`config.mk`:
```
export PLATFORM = sky130hd
export DESIGN_NAME = line_streamer
export DESIGN_NICKNAME = d
export VERILOG_FILES = /design/src/rtl/line_streamer_pkg.sv /design/src/rtl/line_streamer_fifo.sv /design/src/rtl/line_streamer.sv
export SDC_FILE = /design/constraint.sdc
export NUM_CORES = 1
export LEC_CHECK = 0
export CORE_MARGIN = 1.5
export CORE_UTILIZATION = 48
export DETAILED_ROUTE_END_ITERATION = 12
export HOLD_SLACK_MARGIN = 0.08
export PLACE_DENSITY = 0.75
export REMOVE_ABC_BUFFERS = 1
export SYNTH_ARGS = -nofsm -noshare
export SYNTH_HDL_FRONTEND = slang
export SYNTH_SLANG_ARGS = --single-unit
```
`constraint.sdc`:
```
create_clock -name clk -period 12 [get_ports clk]
set_input_delay 1.2 -clock clk [delete_from_list [all_inputs] [get_ports clk]]
set_output_delay 1.2 -clock clk [all_outputs]
set_load 0.02 [all_outputs]
```
`src/rtl/line_streamer_pkg.sv`:
```
// Shared types and helpers for the line streamer: FSM state encoding,
// address/count width functions and a saturating increment for statistics.
package line_streamer_pkg;

    typedef enum logic [1:0] {
        IDLE = 2'd0,
        RUN  = 2'd1,
        DONE = 2'd2
    } state_t;

    localparam int STAT_W = 16;

    function automatic int calc_aw(input int depth);
        return (depth <= 1) ? 1 : $clog2(depth);
    endfunction

    function automatic int calc_lw(input int max_lines);
        return (max_lines < 1) ? 1 : $clog2(max_lines + 1);
    endfunction

    function automatic logic [STAT_W-1:0] sat_inc(input logic [STAT_W-1:0] v);
        return (&v) ? v : v + STAT_W'(1);
    endfunction

endpackage

```
`src/rtl/line_streamer_fifo.sv`:
```
// Line buffer: FIFO_LINES entries of one full source line each, with the head
// line exposed combinationally so the serialiser can index into it.
module line_streamer_fifo #(
    parameter  int DATA_WIDTH = 16,
    parameter  int LINE_LEN   = 16,
    parameter  int FIFO_LINES = 2,
    localparam int CW         = $clog2(FIFO_LINES + 1),
    localparam int PW         = (FIFO_LINES <= 1) ? 1 : $clog2(FIFO_LINES)
) (
    input  logic                                 clk,
    input  logic                                 rst,
    input  logic                                 push_i,
    input  logic [LINE_LEN-1:0][DATA_WIDTH-1:0]  line_i,
    input  logic                                 pop_i,
    output logic [LINE_LEN-1:0][DATA_WIDTH-1:0]  head_o,
    output logic [CW-1:0]                        count_o,
    output logic                                 full_o,
    output logic                                 empty_o
);

    typedef logic [LINE_LEN-1:0][DATA_WIDTH-1:0] line_t;

    line_t         mem_q [FIFO_LINES];
    logic [PW-1:0] wr_q, wr_d;
    logic [PW-1:0] rd_q, rd_d;
    logic [CW-1:0] cnt_q, cnt_d;
    logic          do_push, do_pop;

    function automatic logic [PW-1:0] ptr_next(input logic [PW-1:0] p);
        return (p == PW'(FIFO_LINES - 1)) ? '0 : p + PW'(1);
    endfunction

    assign full_o  = (cnt_q == CW'(FIFO_LINES));
    assign empty_o = (cnt_q == '0);
    assign count_o = cnt_q;
    assign head_o  = mem_q[rd_q];
    assign do_push = push_i & ~full_o;
    assign do_pop  = pop_i & ~empty_o;

    always_comb begin
        wr_d  = wr_q;
        rd_d  = rd_q;
        cnt_d = cnt_q;
        if (do_push) wr_d = ptr_next(wr_q);
        if (do_pop)  rd_d = ptr_next(rd_q);
        case ({do_push, do_pop})
            2'b10:   cnt_d = cnt_q + CW'(1);
            2'b01:   cnt_d = cnt_q - CW'(1);
            default: cnt_d = cnt_q;
        endcase
    end

    always_ff @(posedge clk) begin
        if (rst) begin
            wr_q  <= '0;
            rd_q  <= '0;
            cnt_q <= '0;
        end else begin
            wr_q  <= wr_d;
            rd_q  <= rd_d;
            cnt_q <= cnt_d;
        end
    end

    // Line storage carries data only, so it is left out of reset.
    always_ff @(posedge clk) begin
        if (do_push) mem_q[wr_q] <= line_i;
    end

endmodule

```
`src/rtl/line_streamer.sv`:
```
// Fetches strided lines from the line ROM, buffers them and streams one word
// per cycle. Optional stall counters are enabled by LINE_STREAMER_STATS_EN.
module line_streamer
    import line_streamer_pkg::*;
#(
    parameter  int DATA_WIDTH = 16,
    parameter  int LINE_LEN   = 16,
    parameter  int MEM_DEPTH  = 256,
    parameter  int FIFO_LINES = 2,
    parameter  int MAX_LINES  = 64,
    localparam int AW         = calc_aw(MEM_DEPTH),
    localparam int LW         = calc_lw(MAX_LINES)
) (
    input  logic                                 clk,
    input  logic                                 rst,
    input  logic                                 start,
    input  logic [AW-1:0]                        base_addr,
    input  logic [AW-1:0]                        stride,
    input  logic [LW-1:0]                        num_lines,
    output logic                                 busy,
    output logic                                 done,
    output logic                                 err,
    output logic                                 src_fetch,
    output logic                                 src_use_ext,
    output logic [AW-1:0]                        src_addr,
    input  logic                                 src_ready,
    input  logic                                 src_valid,
    input  logic [LINE_LEN-1:0][DATA_WIDTH-1:0]  src_line,
    output logic [DATA_WIDTH-1:0]                out_data,
    output logic                                 out_valid,
    input  logic                                 out_ready,
    output logic                                 out_sol,
    output logic                                 out_last
`ifdef LINE_STREAMER_STATS_EN
    ,
    output logic [15:0]                          stall_src,
    output logic [15:0]                          stall_out
`endif
);

    localparam int CW = $clog2(FIFO_LINES + 1);
    localparam int WW = (LINE_LEN <= 1) ? 1 : $clog2(LINE_LEN);

    state_t        state_q, state_d;
    logic [AW-1:0] addr_q, addr_d;
    logic [AW-1:0] stride_q, stride_d;
    logic [LW-1:0] num_q, num_d;
    logic [LW-1:0] issued_q, issued_d;
    logic [LW-1:0] popped_q, popped_d;
    logic [WW-1:0] word_q, word_d;
    logic          outst_q, outst_d;
    logic          err_q, err_d;

    logic [LINE_LEN-1:0][DATA_WIDTH-1:0] head_line;
    logic [CW-1:0] fifo_count;
    logic          fifo_full, fifo_empty;

    logic start_ok, room, fetch_want, push, pop, unsolicited;
    logic accept, line_end, last_line, final_accept;

    line_streamer_fifo #(
        .DATA_WIDTH (DATA_WIDTH),
        .LINE_LEN   (LINE_LEN),
        .FIFO_LINES (FIFO_LINES)
    ) u_fifo (
        .clk     (clk),
        .rst     (rst),
        .push_i  (push),
        .line_i  (src_line),
        .pop_i   (pop),
        .head_o  (head_line),
        .count_o (fifo_count),
        .full_o  (fifo_full),
        .empty_o (fifo_empty)
    );

    // A fetch in flight reserves a FIFO slot so its line always has room.
    assign start_ok    = (state_q == IDLE) & start;
    assign room        = ~fifo_full & ((int'(fifo_count) + int'(outst_q)) < FIFO_LINES);
    assign fetch_want  = (state_q == RUN) & ~outst_q & (issued_q < num_q) & room;
    assign src_fetch   = fetch_want & src_ready;
    assign src_addr    = addr_q;
    assign src_use_ext = 1'b1;
    assign push        = src_valid & outst_q;
    assign unsolicited = src_valid & ~outst_q & (state_q == RUN);

    assign out_valid    = ~fifo_empty;
    assign accept       = out_valid & out_ready;
    assign line_end     = (word_q == WW'(LINE_LEN - 1));
    assign last_line    = (popped_q == num_q - LW'(1));
    assign pop          = accept & line_end;
    assign final_accept = pop & last_line;
    assign out_data     = head_line[word_q];
    assign out_sol      = out_valid & (word_q == '0);
    assign out_last     = out_valid & line_end & last_line;

    always_ff @(posedge clk) begin
        if (rst) state_q <= IDLE;
        else     state_q <= state_d;
    end

    always_comb begin
        state_d = state_q;
        case (state_q)
            IDLE:    if (start) state_d = (num_lines == '0) ? DONE : RUN;
            RUN:     if (final_accept) state_d = DONE;
            DONE:    state_d = IDLE;
            default: state_d = IDLE;
        endcase
    end

    always_comb begin
        busy = (state_q != IDLE);
        done = (state_q == DONE);
        err  = err_q;
    end

    always_comb begin
        addr_d   = addr_q;
        stride_d = stride_q;
        num_d    = num_q;
        issued_d = issued_q;
        popped_d = popped_q;
        word_d   = word_q;
        outst_d  = outst_q;
        err_d    = err_q;
        if (start_ok) begin
            addr_d   = base_addr;
            stride_d = stride;
            num_d    = num_lines;
            issued_d = '0;
            popped_d = '0;
            word_d   = '0;
            outst_d  = 1'b0;
            err_d    = 1'b0;
        end else begin
            if (src_fetch) begin
                addr_d   = addr_q + stride_q;
                issued_d = issued_q + LW'(1);
                outst_d  = 1'b1;
            end else if (push) begin
                outst_d  = 1'b0;
            end
            if (unsolicited) err_d = 1'b1;
            if (accept) begin
                word_d = line_end ? '0 : word_q + WW'(1);
                if (line_end) popped_d = popped_q + LW'(1);
            end
        end
    end

    always_ff @(posedge clk) begin
        if (rst) begin
            addr_q   <= '0;
            stride_q <= '0;
            num_q    <= '0;
            issued_q <= '0;
            popped_q <= '0;
            word_q   <= '0;
            outst_q  <= 1'b0;
            err_q    <= 1'b0;
        end else begin
            addr_q   <= addr_d;
            stride_q <= stride_d;
            num_q    <= num_d;
            issued_q <= issued_d;
            popped_q <= popped_d;
            word_q   <= word_d;
            outst_q  <= outst_d;
            err_q    <= err_d;
        end
    end

`ifdef LINE_STREAMER_STATS_EN
    logic [STAT_W-1:0] stall_src_q, stall_src_d;
    logic [STAT_W-1:0] stall_out_q, stall_out_d;

    always_comb begin
        stall_src_d = stall_src_q;
        stall_out_d = stall_out_q;
        if (start_ok) begin
            stall_src_d = '0;
            stall_out_d = '0;
        end else begin
            if (fetch_want & ~src_ready)  stall_src_d = sat_inc(stall_src_q);
            if (out_valid & ~out_ready)   stall_out_d = sat_inc(stall_out_q);
        end
    end

    always_ff @(posedge clk) begin
        if (rst) begin
            stall_src_q <= '0;
            stall_out_q <= '0;
        end else begin
            stall_src_q <= stall_src_d;
            stall_out_q <= stall_out_d;
        end
    end

    assign stall_src = stall_src_q;
    assign stall_out = stall_out_q;
`endif

endmodule

```
==> metrics <==
top cell type by total area after synthesis edfxtp_1; Fin Setup TNS 0 ps; Post-synth top cells edfxtp_1 (512), mux4_2 (160), dfxtp_1 (50); worst skew pair latency between 600 and 700 ps; Worst setup SP type flip-flop; grt total ovfl 0; final setup margin 6289 ps; # port buffers 315; CTS tree built; Peak VDD IR 0.0001250 V; top cell family by delay on the critical path buffers and inverters; crit share post-route 47.59%; Hold Vio Cnt, Final 0; Power Total 0.004163 W; Detailed Route WL 45220 um; RSZ-0062 raised after global routing no; Synth area leaders edfxtp_1 (70%), mux4_2 (16%), dfxtp_1 (4.5%); clock sink total 562; Final setup violation count 0; Via density between 5 and 6; crit path time final 5711 ps; WP data required 10800 ps; wire length per cell 22.14 um; Setup CP Type flip-flop to output port; final RePlAce weighted congestion around 0.77; CTS Buf Count 56; initial core utilization 48.59%; Worst setup EP type output port; Core Area roughly 0.045 mm^2; max-capacitance violation count 0; Crit Path Max Fanout 46; warnings from Yosys 0; CTS root buf clkbuf_16; initial antenna violation count 16; CP max-delay cell dfxtp_4; worst slew pin tran 1215 ps; routed vias 11.18k; share of layout cells above drive strength 1 19.46%; Die Width 217.3 um; hold_buf cts 0; status completed; Post-CTS Setup Repair Bufs 0; Min Hold Slack 466.2 ps; CP Buf/Inv Count 3; CP Cell Sequence buf_4 > buf_4 > mux4_2 > mux4_2 > mux2_2 > clkdlybuf4s50_1; io pins 317; Die Area 0.04723 mm^2; H-tree levels 2; EDFF count, synth 512; Data arrival, critical path 4510 ps; Post-Syn Area about 0.022 mm^2; DR pass1 iterations 5; cell with the most instances after synthesis edfxtp_1; gr usage total 19.60%; dpl ws 6830 ps; Static Leak ~8.7 nW; Worst path max stage delay 780 ps; global-route wire length before repair 69140 um; Yosys reg bits 562; post-synthesis sequential area ratio 74.27%; CTS clk-pin slew, worst paths 60 ps; DRC Markers 0; vias in the first global route 12.09k; largest net degree at the start of global routing 162; final core utilization 61.30%; ys async rst share 0%; Final ANT Viol Nets 0; Pwr per Cell Area ~150 mW/mm^2; Filler cells 3195; clk buf depth 3; final slew viol count 0; fin nets around 1.7k; Worst slew margin 18.72%; dominant synthesized flop cell edfxtp_1; row cnt just under 80; synth unique cells 48; Area Growth Syn to Fin 26.17%; Clock Skews between 20 and 25 ps; Chip Height between 200 and 250 um; Mapped Cells 1060; Synth top area share around 70%; drt initial violations approximately 890; Min-Delay Path Class flip-flop to flip-flop; CTS resizes 0; syn avg cell area 20.80 um^2; dpl hpwl ~29000 um; FMAX between 150 and 200 MHz
[placed cells by master, fill, tap and decap left out, types with 5 or more instances in the layout]
cell             instances
mux4_2                 160
edfxtp_1               512
ha_1                    19
inv_1                   22
mux2_2                  16
nor3_1                   6
a21oi_1                 30
clkdlybuf4s50_1        315
clkbuf_16               56
dfxtp_1                 45
nand3_1                  9
bufinv_16               10
a211oi_1                 8
xor2_1                  15
or3_1                    5
clkinv_1                10
clkinvlp_4               5
nand2_1                 44
xnor2_1                 15
nand4_1                  6
o21ai_0                 12
mux2i_1                  6
nor2_1                  32
clkbuf_1                12
buf_4                    8
nand2b_1                 5
[layout make-up]
type	instances	area, um^2	area share (%)
sequential	562	16390	58.92
multi-input combinational	426	5388	19.37
timing repair buffer	325	3253	11.69
clock buffer	68	1446	5.199
tap	600	750.7	2.699
clock inverter	35	494.2	1.777
inverter	23	86.33	0.3103
antenna	4	10.01	0.03598
[sequential cells by signal (all words and copies together) (netlist names), 2 cells and up, named ones only]
signal and count:
popped_q 7, u_fifo.mem_q 512, word_q 4, state_q 2, issued_q 7, num_q 7
u_fifo.count_o 2, src_addr 8, stride_q 8
[final timing paths]
check / from / endpoint / slack [ps] / cells past startpoint
setup / recovery: word_q[0] / out_data[15] / 6290 / 6
hold / removal: stride_q[5] / stride_q[5] / 470 / 2
hold reg to reg: stride_q[5] / stride_q[5] / 470 / 2
setup reg to reg: word_q[0] / u_fifo.count_o[1] / 7690 / 8
[worst reg2reg max path: cells and delay by family (launching register included)]
kind	cells	cell delay (ps)
AO/OA/AOI/OAI	1	140
adder cells (fa/ha/maj)	2	720
flip-flops	1	780
AND/OR/NAND/NOR	3	1260
buffers and inverters	2	1370
[report_power, final]
part	internal [W]	switching [W]	total [W]	leakage, nW
Clock	0.00108	0.000736	0.00182	0.915
Combinational	0.000115	0.0000711	0.000186	2.79
Sequential	0.00215	0.00000907	0.00216	5.02
Total	0.00335	0.000816	0.00416	8.73
[stage by stage]
step           area [um^2]  cells
5_1_grt              27810   2039
3_5_place_dp         25870   1936
3_3_place_gp         25870   1936
6_report             27820   2043
2_1_floorplan        21830   1011
4_1_cts              27810   2039
[metal layers]
layer  wire length [um]  track usage [%]  part of all wire (%)  up-vias
met2              22640            32.63                    50      363
met5                153                0                  0.34        -
met4                891            4.769                   2.0       24
met1              17840            24.96                    39     5674
li1                   -                -                     -     5038
met3               3695            6.471                   8.2       85
[cells by family after synthesis]
logic type	count (synthesis)	synth area share (%)
other	1	0.01701
adders and majority gates	20	1.169
buffers and inverters	72	1.362
DFF	562	74.27
xor gates and xnor gates	30	1.192
muxes	182	17.43
and+or+nand+nor	120	2.480
AOI/OAI and AO/OA	73	2.077
Note: power is estimated with default switching activity, not from simulation.
